[config.mk]
export PLATFORM = sky130hd
export DESIGN_NAME = gray_position_tracker_flat
export DESIGN_NICKNAME = d
export VERILOG_FILES = /design/src/rtl/gray_position_tracker_if.sv /design/src/rtl/gray_position_tracker.sv /design/src/flat_wrapper.sv
export SDC_FILE = /design/constraint.sdc
export NUM_CORES = 1
export LEC_CHECK = 0
export ABC_CLOCK_PERIOD_IN_PS = 12300
export CORE_UTILIZATION = 40
export CTS_CLUSTER_DIAMETER = 50
export DETAILED_ROUTE_END_ITERATION = 12
export PLACE_DENSITY = 0.65
export SKIP_CTS_REPAIR_TIMING = 1
export SLEW_MARGIN = 30
export SYNTH_ARGS = -nofsm -noshare
export SYNTH_HDL_FRONTEND = slang
export SYNTH_SLANG_ARGS = --single-unit
[constraint.sdc]
create_clock -name clk -period 12.3 [get_ports clk]
set_input_delay 2.46 -clock clk [delete_from_list [all_inputs] [get_ports clk]]
set_output_delay 2.46 -clock clk [all_outputs]
set_load 0.02 [all_outputs]
[src/rtl/gray_position_tracker_if.sv]
// Update bus of the Gray position tracker: valid/ready handshake plus the tracked
// position payload, sticky error flag and FSM state for observation.
interface gray_position_tracker_if #(
   parameter int DATA_WIDTH = 8,
   parameter int POS_WIDTH  = 16
);
   // Handshake: update_valid rises when an update is presented and stays high until
   // a cycle where update_valid and update_ready are both 1; the payload may change
   // (coalesce) while valid is pending, and the consumer samples it on acceptance.
   logic                  update_valid;
   logic                  update_ready;
   logic [POS_WIDTH-1:0]  position;
   logic                  direction;
   logic [DATA_WIDTH-1:0] bin_value;
   logic                  step_error;
   logic [1:0]            state_dbg;

   modport master (
      output update_valid, position, direction, bin_value, step_error, state_dbg,
      input  update_ready
   );

   modport slave (
      input  update_valid, position, direction, bin_value, step_error, state_dbg,
      output update_ready
   );
endinterface

[src/rtl/gray_position_tracker.sv]
// Tracks a Gray-coded encoder: synchronises and debounces the input, decodes it and
// accumulates unit steps into a signed position, flagging any non-unit step.
module converter_gray2bin #(
   parameter int W = 8
) (
   input  logic [W-1:0] gray,
   output logic [W-1:0] bin
);
   always_comb begin
      bin = '0;
      for (int i = 0; i < W; i++) begin
         bin[i] = ^(gray >> i);
      end
   end
endmodule

module gray_position_tracker #(
   parameter int DATA_WIDTH    = 8,
   parameter int STABLE_CYCLES = 4,
   parameter int POS_WIDTH     = 16
) (
   input  logic                  clk,
   input  logic                  rst_n,
   input  logic [DATA_WIDTH-1:0] gray_in,
   input  logic                  enable,
   input  logic                  pos_clear,
   input  logic                  err_clear,
   gray_position_tracker_if.master upd
);
   typedef enum logic [1:0] {IDLE = 2'd0, ACQUIRE = 2'd1, TRACK = 2'd2} state_t;

   localparam logic [7:0] CNT_MAX = 8'(STABLE_CYCLES - 1);

   state_t                state_q, state_d;
   logic [DATA_WIDTH-1:0] sync1_q, sync2_q, prev_q, prev_d;
   logic [7:0]            cnt_q, cnt_d;
   logic [DATA_WIDTH-1:0] bin_q, bin_d;
   logic [POS_WIDTH-1:0]  pos_q, pos_d;
   logic                  dir_q, dir_d;
   logic                  err_q, err_d;
   logic                  valid_q, valid_d;
   logic [DATA_WIDTH-1:0] new_bin;
   logic [DATA_WIDTH-1:0] delta;
   logic                  stable;

   converter_gray2bin #(.W(DATA_WIDTH)) u_g2b (
      .gray (sync2_q),
      .bin  (new_bin)
   );

   // The sample must also match the previous one, otherwise a saturated counter
   // from the old value would accept a brand-new sample immediately.
   assign stable = (cnt_q == CNT_MAX) && (sync2_q == prev_q);
   assign delta  = new_bin - bin_q;

   always_comb begin
      state_d = state_q;
      prev_d  = sync2_q;
      cnt_d   = cnt_q;
      bin_d   = bin_q;
      pos_d   = pos_q;
      dir_d   = dir_q;
      err_d   = err_q;
      valid_d = valid_q;

      if (sync2_q != prev_q) begin
         cnt_d = '0;
      end else if (cnt_q < CNT_MAX) begin
         cnt_d = cnt_q + 8'd1;
      end

      if (err_clear) err_d = 1'b0;
      if (valid_q && upd.update_ready) valid_d = 1'b0;

      if (!enable) begin
         state_d = IDLE;
         valid_d = 1'b0;
      end else begin
         case (state_q)
            IDLE: state_d = ACQUIRE;
            ACQUIRE: begin
               if (stable) begin
                  bin_d   = new_bin;
                  state_d = TRACK;
               end
            end
            TRACK: begin
               if (stable && (new_bin != bin_q)) begin
                  bin_d   = new_bin;
                  valid_d = 1'b1;
                  if (delta == DATA_WIDTH'(1)) begin
                     pos_d = pos_q + POS_WIDTH'(1);
                     dir_d = 1'b1;
                  end else if (delta == {DATA_WIDTH{1'b1}}) begin
                     pos_d = pos_q - POS_WIDTH'(1);
                     dir_d = 1'b0;
                  end else begin
                     err_d = 1'b1;
                  end
               end
            end
            default: state_d = IDLE;
         endcase
      end

      // A clear discards any step landing in the same cycle.
      if (pos_clear) begin
         pos_d = '0;
         dir_d = dir_q;
      end
   end

   always_ff @(posedge clk or negedge rst_n) begin
      if (!rst_n) begin
         state_q <= IDLE;
         sync1_q <= '0;
         sync2_q <= '0;
         prev_q  <= '0;
         cnt_q   <= '0;
         bin_q   <= '0;
         pos_q   <= '0;
         dir_q   <= 1'b0;
         err_q   <= 1'b0;
         valid_q <= 1'b0;
      end else begin
         state_q <= state_d;
         sync1_q <= gray_in;
         sync2_q <= sync1_q;
         prev_q  <= prev_d;
         cnt_q   <= cnt_d;
         bin_q   <= bin_d;
         pos_q   <= pos_d;
         dir_q   <= dir_d;
         err_q   <= err_d;
         valid_q <= valid_d;
      end
   end

   assign upd.update_valid = valid_q;
   assign upd.position     = pos_q;
   assign upd.direction    = dir_q;
   assign upd.bin_value    = bin_q;
   assign upd.step_error   = err_q;
   assign upd.state_dbg    = state_q;
endmodule

[src/flat_wrapper.sv]
// flat-port wrapper written by rule: the top's interface ports become plain ports
module gray_position_tracker_flat 
#(
   parameter int DATA_WIDTH    = 8,
   parameter int STABLE_CYCLES = 4,
   parameter int POS_WIDTH     = 16
)
  (clk, rst_n, gray_in, enable, pos_clear, err_clear, upd_update_valid, upd_position, upd_direction, upd_bin_value, upd_step_error, upd_state_dbg, upd_update_ready);
  gray_position_tracker_if #(.DATA_WIDTH(DATA_WIDTH), .POS_WIDTH(POS_WIDTH)) upd_i ();
  input  logic clk;
  input  logic rst_n;
  input  logic [DATA_WIDTH-1:0] gray_in;
  input  logic enable;
  input  logic pos_clear;
  input  logic err_clear;
  output wire logic [$bits(upd_i.update_valid)-1:0] upd_update_valid;
  output wire logic [$bits(upd_i.position)-1:0] upd_position;
  output wire logic [$bits(upd_i.direction)-1:0] upd_direction;
  output wire logic [$bits(upd_i.bin_value)-1:0] upd_bin_value;
  output wire logic [$bits(upd_i.step_error)-1:0] upd_step_error;
  output wire logic [$bits(upd_i.state_dbg)-1:0] upd_state_dbg;
  input wire logic [$bits(upd_i.update_ready)-1:0] upd_update_ready;
  assign upd_update_valid = upd_i.update_valid;
  assign upd_position = upd_i.position;
  assign upd_direction = upd_i.direction;
  assign upd_bin_value = upd_i.bin_value;
  assign upd_step_error = upd_i.step_error;
  assign upd_state_dbg = upd_i.state_dbg;
  assign upd_i.update_ready = upd_update_ready;
  gray_position_tracker #(.DATA_WIDTH(DATA_WIDTH), .STABLE_CYCLES(STABLE_CYCLES), .POS_WIDTH(POS_WIDTH)) u_core (.clk(clk), .rst_n(rst_n), .gray_in(gray_in), .enable(enable), .pos_clear(pos_clear), .err_clear(err_clear), .upd(upd_i));
endmodule
# Yosys cells after proc, flatten, opt, wreduce, memory -nomap -nowiden
# Cells that the tools add are included.
totals:
  reg_bits: 61
  inputBits: 14
  out_inout_bits: 29
  elab_cells: 77
classes:
  add_sub_neg: 4
  n_lt_le_gt_ge: 1
  eq_ne: 12
  muxes: 26
  bitwise_logic: 1
  n_reduce_logical: 23
ops:
  columns: ["op", "n"]
  rows:
  - ["$mux W16", 6]
  - ["$reduce_xor A8 Y1", 8]
  - ["$mux W8", 4]
  - ["$add A16 B1 Y16 const B", 1]
  - ["$ne A8 B8 Y1", 2]
  - ["$pmux W8 S2", 1]
  - ["$sub A16 B1 Y16 const B", 1]
  - ["$mux W1", 12]
  - ["$reduce_bool A2 Y1", 6]
  - ["$add A8 B1 Y8 const B", 1]
  - ["$eq A8 B1 Y1 const B", 1]
  - ["$eq A8 B2 Y1 const B", 1]
  - ["$eq A8 B8 Y1", 1]
  - ["$eq A8 B8 Y1 const B", 1]
  - ["$lt A8 B2 Y1 const B", 1]
  - ["$reduce_and A4 Y1", 2]
  - ["$sub A8 B8 Y8", 1]
  - ["$pmux W2 S3", 1]
  - ["$reduce_and A5 Y1", 1]
  - ["$mux W2", 2]
  - ["$ne A2 B1 Y1 const B", 2]
  - ["$logic_and A1 B1 Y1", 3]
  - ["$ne A3 B2 Y1 const B", 1]
  - ["$reduce_bool A3 Y1", 1]
  - ["6 further kinds", 6]

# Longest topological paths before layout
logic_depth:
  ltp_word: 9
  depth_mapped: 24
  mapped_depth_nobuf: 22

# By module
# Synthesis repeated with hierarchy kept, for this count alone.
hier_totals:
  hier_cells: 328
  area_unflattened_um2: 3454.6
by_module_without_submodules:
  columns: ["mod", "n_inst", "cells_per_inst", "area_each_um2", "seq_area_each_um2"]
  rows:
  - ["gray_position_tracker", 1, 318, 3329.4, 1526.5]
  - ["converter_gray2bin", 1, 10, 125.1, 0.0]

# Least setup slack after synthesis
# OpenSTA, ideal clock, no wires.
synth_path:
  path_kind: "register to register"
  from: "register u_core.sync2_q[7], in the netlist u_core.prev_d[7]"
  to: "register u_core.pos_q[15], in the netlist u_core.upd.position[15]"
  setup_ns: 0.128
  arrival_ns: 5.889
  t_required_ns: 12.172
  slack_ns: 6.283
  path_stages_with_launch: 25
  n_path_buf: 2
  synth_period_minus_slack_ns: 6.017
  cell_sequence: "dfrtp_1 xor2_1 xor2_2 xnor2_1 xor2_1 xor2_2 xnor2_1 ha_1 fa_1 nand2b_1 a2111oi_0 a211oi_1 and2_1 and2_1 buf_6 buf_12 inv_1 ha_1 and3_1 a31o_2 a211oi_1 o21a_1 o311ai_0 o2bb2ai_1 mux2_1"
synth_between:
  elab_chain_cells: 8
  elab_cells_between_ends: 23
  classes_between: "1 x add/sub; 4 x eq/ne; 5 x mux; 13 x reduce/logical"
synth_lines:
  columns: ["element", "line_no", "rtl"]
  rows:
  - ["start, declared", "gray_position_tracker.sv:35", "logic [DATA_WIDTH-1:0] sync1_q, sync2_q, prev_q, prev_d;"]
  - ["start signal, assigned", "gray_position_tracker.sv:128", "sync2_q <= sync1_q;"]
  - ["$reduce_xor A8 Y1 *", "gray_position_tracker.sv:12", "bin[i] = ^(gray >> i);"]
  - ["net u_core.new_bin[6]", "gray_position_tracker.sv:42", "logic [DATA_WIDTH-1:0] new_bin;"]
  - ["$sub A8 B8 Y8", "gray_position_tracker.sv:54", "assign delta = new_bin - bin_q;"]
  - ["$eq A8 B1 Y1", "gray_position_tracker.sv:91", "if (delta == DATA_WIDTH'(1)) begin"]
  - ["$mux W16", "gray_position_tracker.sv:91", null]
  - ["$mux W16", "gray_position_tracker.sv:88", "if (stable && (new_bin != bin_q)) begin"]
  - ["$mux W16", "gray_position_tracker.sv:79", "case (state_q)"]
  - ["$mux W16", "gray_position_tracker.sv:75", "if (!enable) begin"]
  - ["$mux W16", "gray_position_tracker.sv:107", "if (pos_clear) begin"]
  - ["end signal, assigned", "gray_position_tracker.sv:132", "pos_q <= pos_d;"]
  - ["end, declared", "gray_position_tracker.sv:38", "logic [POS_WIDTH-1:0] pos_q, pos_d;"]
# The timed path passes the listed nets; every way through them passes the cells marked *. The select of a mux whose other input is x is not followed.
# A chain may end at the register's enable or synchronous reset.

# Worst setup path in the final report
# Same ends and word-level chain as after synthesis.

==> qor.yml <==
skew_ps: 11.95
finalCritPeriodShare: 0.5847
ys.flop_type: "dfrtp_1"
antenna_left: 0
slowest_stage: "and2_1"
drcViolationCount: 4
use_met3: 0.03813
fp.dieW_um: 97.70
cts_buffer_depth: 2
core-area_um2: 8806
top_usage_layer: "met2"
fin_setup_tns_ps: 0
clk_pin_slew_worst_paths_ps: 80
worst_ir_drop_vdd_uv: 118.1
yosysMostFrequentCell: "dfrtp_1"
final_core_util: 0.4993
cp_max_fo: 16
avgSynthCellArea_um2: 10.23
antenna_found_initial: 0
fin_area_um2: 4397
slew_headroom: 0.4744
drt_iter0_markers: 101
wl_um: 7302
place_congestion: 0.8741
worstPathRequired_ps: 12520
drive_above_1_share: 0.08578
outcome: "finished with violations"
rsz0062_at_grt: "no"
holdCritPathClass: "reg -> reg"
yosysWarningCount: 0
synthTopCellsByCount: "61 x dfrtp_1, 30 x a21oi_1, 29 x ha_1"
drv_slew: 0
grt-ovfl-total: 0
cp-end-kind: "flop"
die_y_um: 97.70
gr-usage-all-layers: 0.1665
area_delta_synth_final_pct: 20.01
nNetsFinal: 448
violations: "DRC"
dp_hpwl_um: 5261
portBuffers: 42
die_area_um2: 9545
synthTopCellsByArea: "dfrtp_1 42%, ha_1 9.9%, xor2_1 4.8%"
grt_use_met2: 0.2875
drt-pass1-iter-count: 9
ys_seq_elements: 61
cts_num_sinks: 61
synth-edff-count: 0
critPathLaunchType: "flop"
clk_latency_ps: 340
numCtsBuffers: 9
root_buffer: "clkbuf_8"
dpl-instance-area_um2: 4169
worstPathArrival_ps: 7410
grt_first_pass_wirelength_um: 12730
setup_viol: 0
ys_types: 57
htreeDepth: 3
cts_tree: "built"
tightest_slew_ps: 785.9
crit_path_cell_trace: "xor2_1 > xor2_2 > xnor2_1 > xor2_1 > xor2_2 > xnor2_1 > ha_1 > fa_1 > nand2b_1 > a21o_1 > a211oi_1 > and2_1 > and2_1 > inv_1 > ha_1 > and3_1 > a31o_2 > a211oi_1 > o21a_1 > o311ai_0 > o2bb2ai_1 > mux2_1"
post-route-min-period_ps: 7192
max_freq_mhz: 139.0
grt_pass1_vias: 2718
via_count: 2772
worst_path_largest_cell_delay_ps: 550
synth_top_cell_by_area: "dfrtp_1"
grt_max_degree: 62
yosysSeqAreaShare: 0.4167
crit_type: "reg -> reg"
syn-cell-area_um2: 3664
synthesis.nets: 403
start_util: 0.4160
leakage_uw: 0.001936
netlist.area_leader.share: 0.4167
num_rows: 34
diodes: 0
power_density_nw_per_um2: 175.3
io_pins: 43
power_uw: 770.6
grt_use_met1: 0.2078
netlist_instances: 358
routed_via_density: 5.372
async_flop_share: 1.000
cap_violations: 0
avgRoutedWirePerCell_um: 14.15
hold_viol: 0
[metal layers]
metal,vias up,part of all wire
met5,-,0
met4,0,0.0094
met3,6,0.033
met2,44,0.50
met1,1339,0.46
li1,1383,-
[cell type report]
class / count / area, um2
inverters: 18 / 67.56
clock inverters: 7 / 103.9
multi-input cells: 270 / 2017
repair buffers: 43 / 422.9
clock buffers: 9 / 123.9
fillers: 809 / 4409
well taps: 108 / 135.1
flip-flops and latches: 61 / 1526
[worst paths after layout]
check | start | endpoint | slack (ps) | cells past startpoint
hold / removal | u_core.sync1_q[5]$_DFF_PN0_ | u_core.prev_d[5]$_DFF_PN0_ | 350 | 0
hold reg to reg | u_core.sync1_q[5]$_DFF_PN0_ | u_core.prev_d[5]$_DFF_PN0_ | 350 | 0
max in group asynchronous | rst_n | u_core.upd.bin_value[7]$_DFFE_PN0P_ | 9510 | 2
min in group asynchronous | rst_n | u_core.upd.position[6]$_DFFE_PN0P_ | 2270 | 2
setup / recovery | u_core.prev_d[7]$_DFF_PN0_ | u_core.upd.position[15]$_DFFE_PN0P_ | 5110 | 22
setup reg to reg | u_core.prev_d[7]$_DFF_PN0_ | u_core.upd.position[15]$_DFFE_PN0P_ | 5110 | 22
[power by group]
group,switching (uW),internal [uW],total [uW]
Sequential,17.0,220,238
Combinational,192,136,328
Clock,88.3,117,205
Total,297,473,771
[kinds of logic after synthesis]
family                   Yosys count  synth area share
buffers and inverters             27           0.03517
multiplexers                       5           0.01434
XOR/XNOR                          32           0.08060
AO/OA/AOI/OAI                     94            0.1728
adder cells (fa/ha/maj)           31            0.1100
flip-flops                        61            0.4167
AND/OR/NAND/NOR                  108            0.1704
[critical path, delay by kind of cell (launching register included)]
family | cells | cell delay (ps)
AO/OA/AOI/OAI | 7 | 1890
XOR/XNOR | 6 | 1620
AND/OR/NAND/NOR | 4 | 1200
adder cells (fa/ha/maj) | 3 | 1090
buffers and inverters | 1 | 480
flip-flops | 1 | 440
multiplexers | 1 | 340
[state kept, by name (all words and copies together), names as in the netlist]
name / count
u_core.upd.position: 16
u_core.cnt_q: 8
u_core.prev_d: 8
u_core.prev_q: 8
u_core.sync1_q: 8
u_core.upd.bin_value: 8
u_core.upd.state_dbg: 2
u_core.upd.direction: 1
u_core.upd.step_error: 1
u_core.upd.update_valid: 1
[cell usage in the layout, fill, tap and decap left out, types with 3 or more instances in the layout]
master           instances
a21oi_1                 30
clkbuf_8                 9
nor2b_1                  7
inv_1                   18
and3_1                  11
o21ai_0                 16
nand3b_1                 3
dfrtp_1                 61
mux2i_1                  3
a211oi_1                 6
nor2_1                  18
nor3_1                   6
nand2b_1                 6
xnor2_1                 10
and2_1                   5
ha_1                    29
a21o_1                   7
nand2_1                 18
xor2_1                  20
o211ai_1                10
clkdlybuf4s50_1         41
o21a_1                   4
o21bai_1                 3
inv_6                    3
nand3_1                 18
[per-stage QoR]
stage	instances	setup slack, ps	hold slack [ps]
finish	516	5108	349.4
global placement	500	5498	332.5
global route	516	4556	353.5
floorplan	358	6283	331.2
CTS	516	5100	345.5
detailed placement	500	5164	334.7
Note: power is estimated with default switching activity, not from simulation.
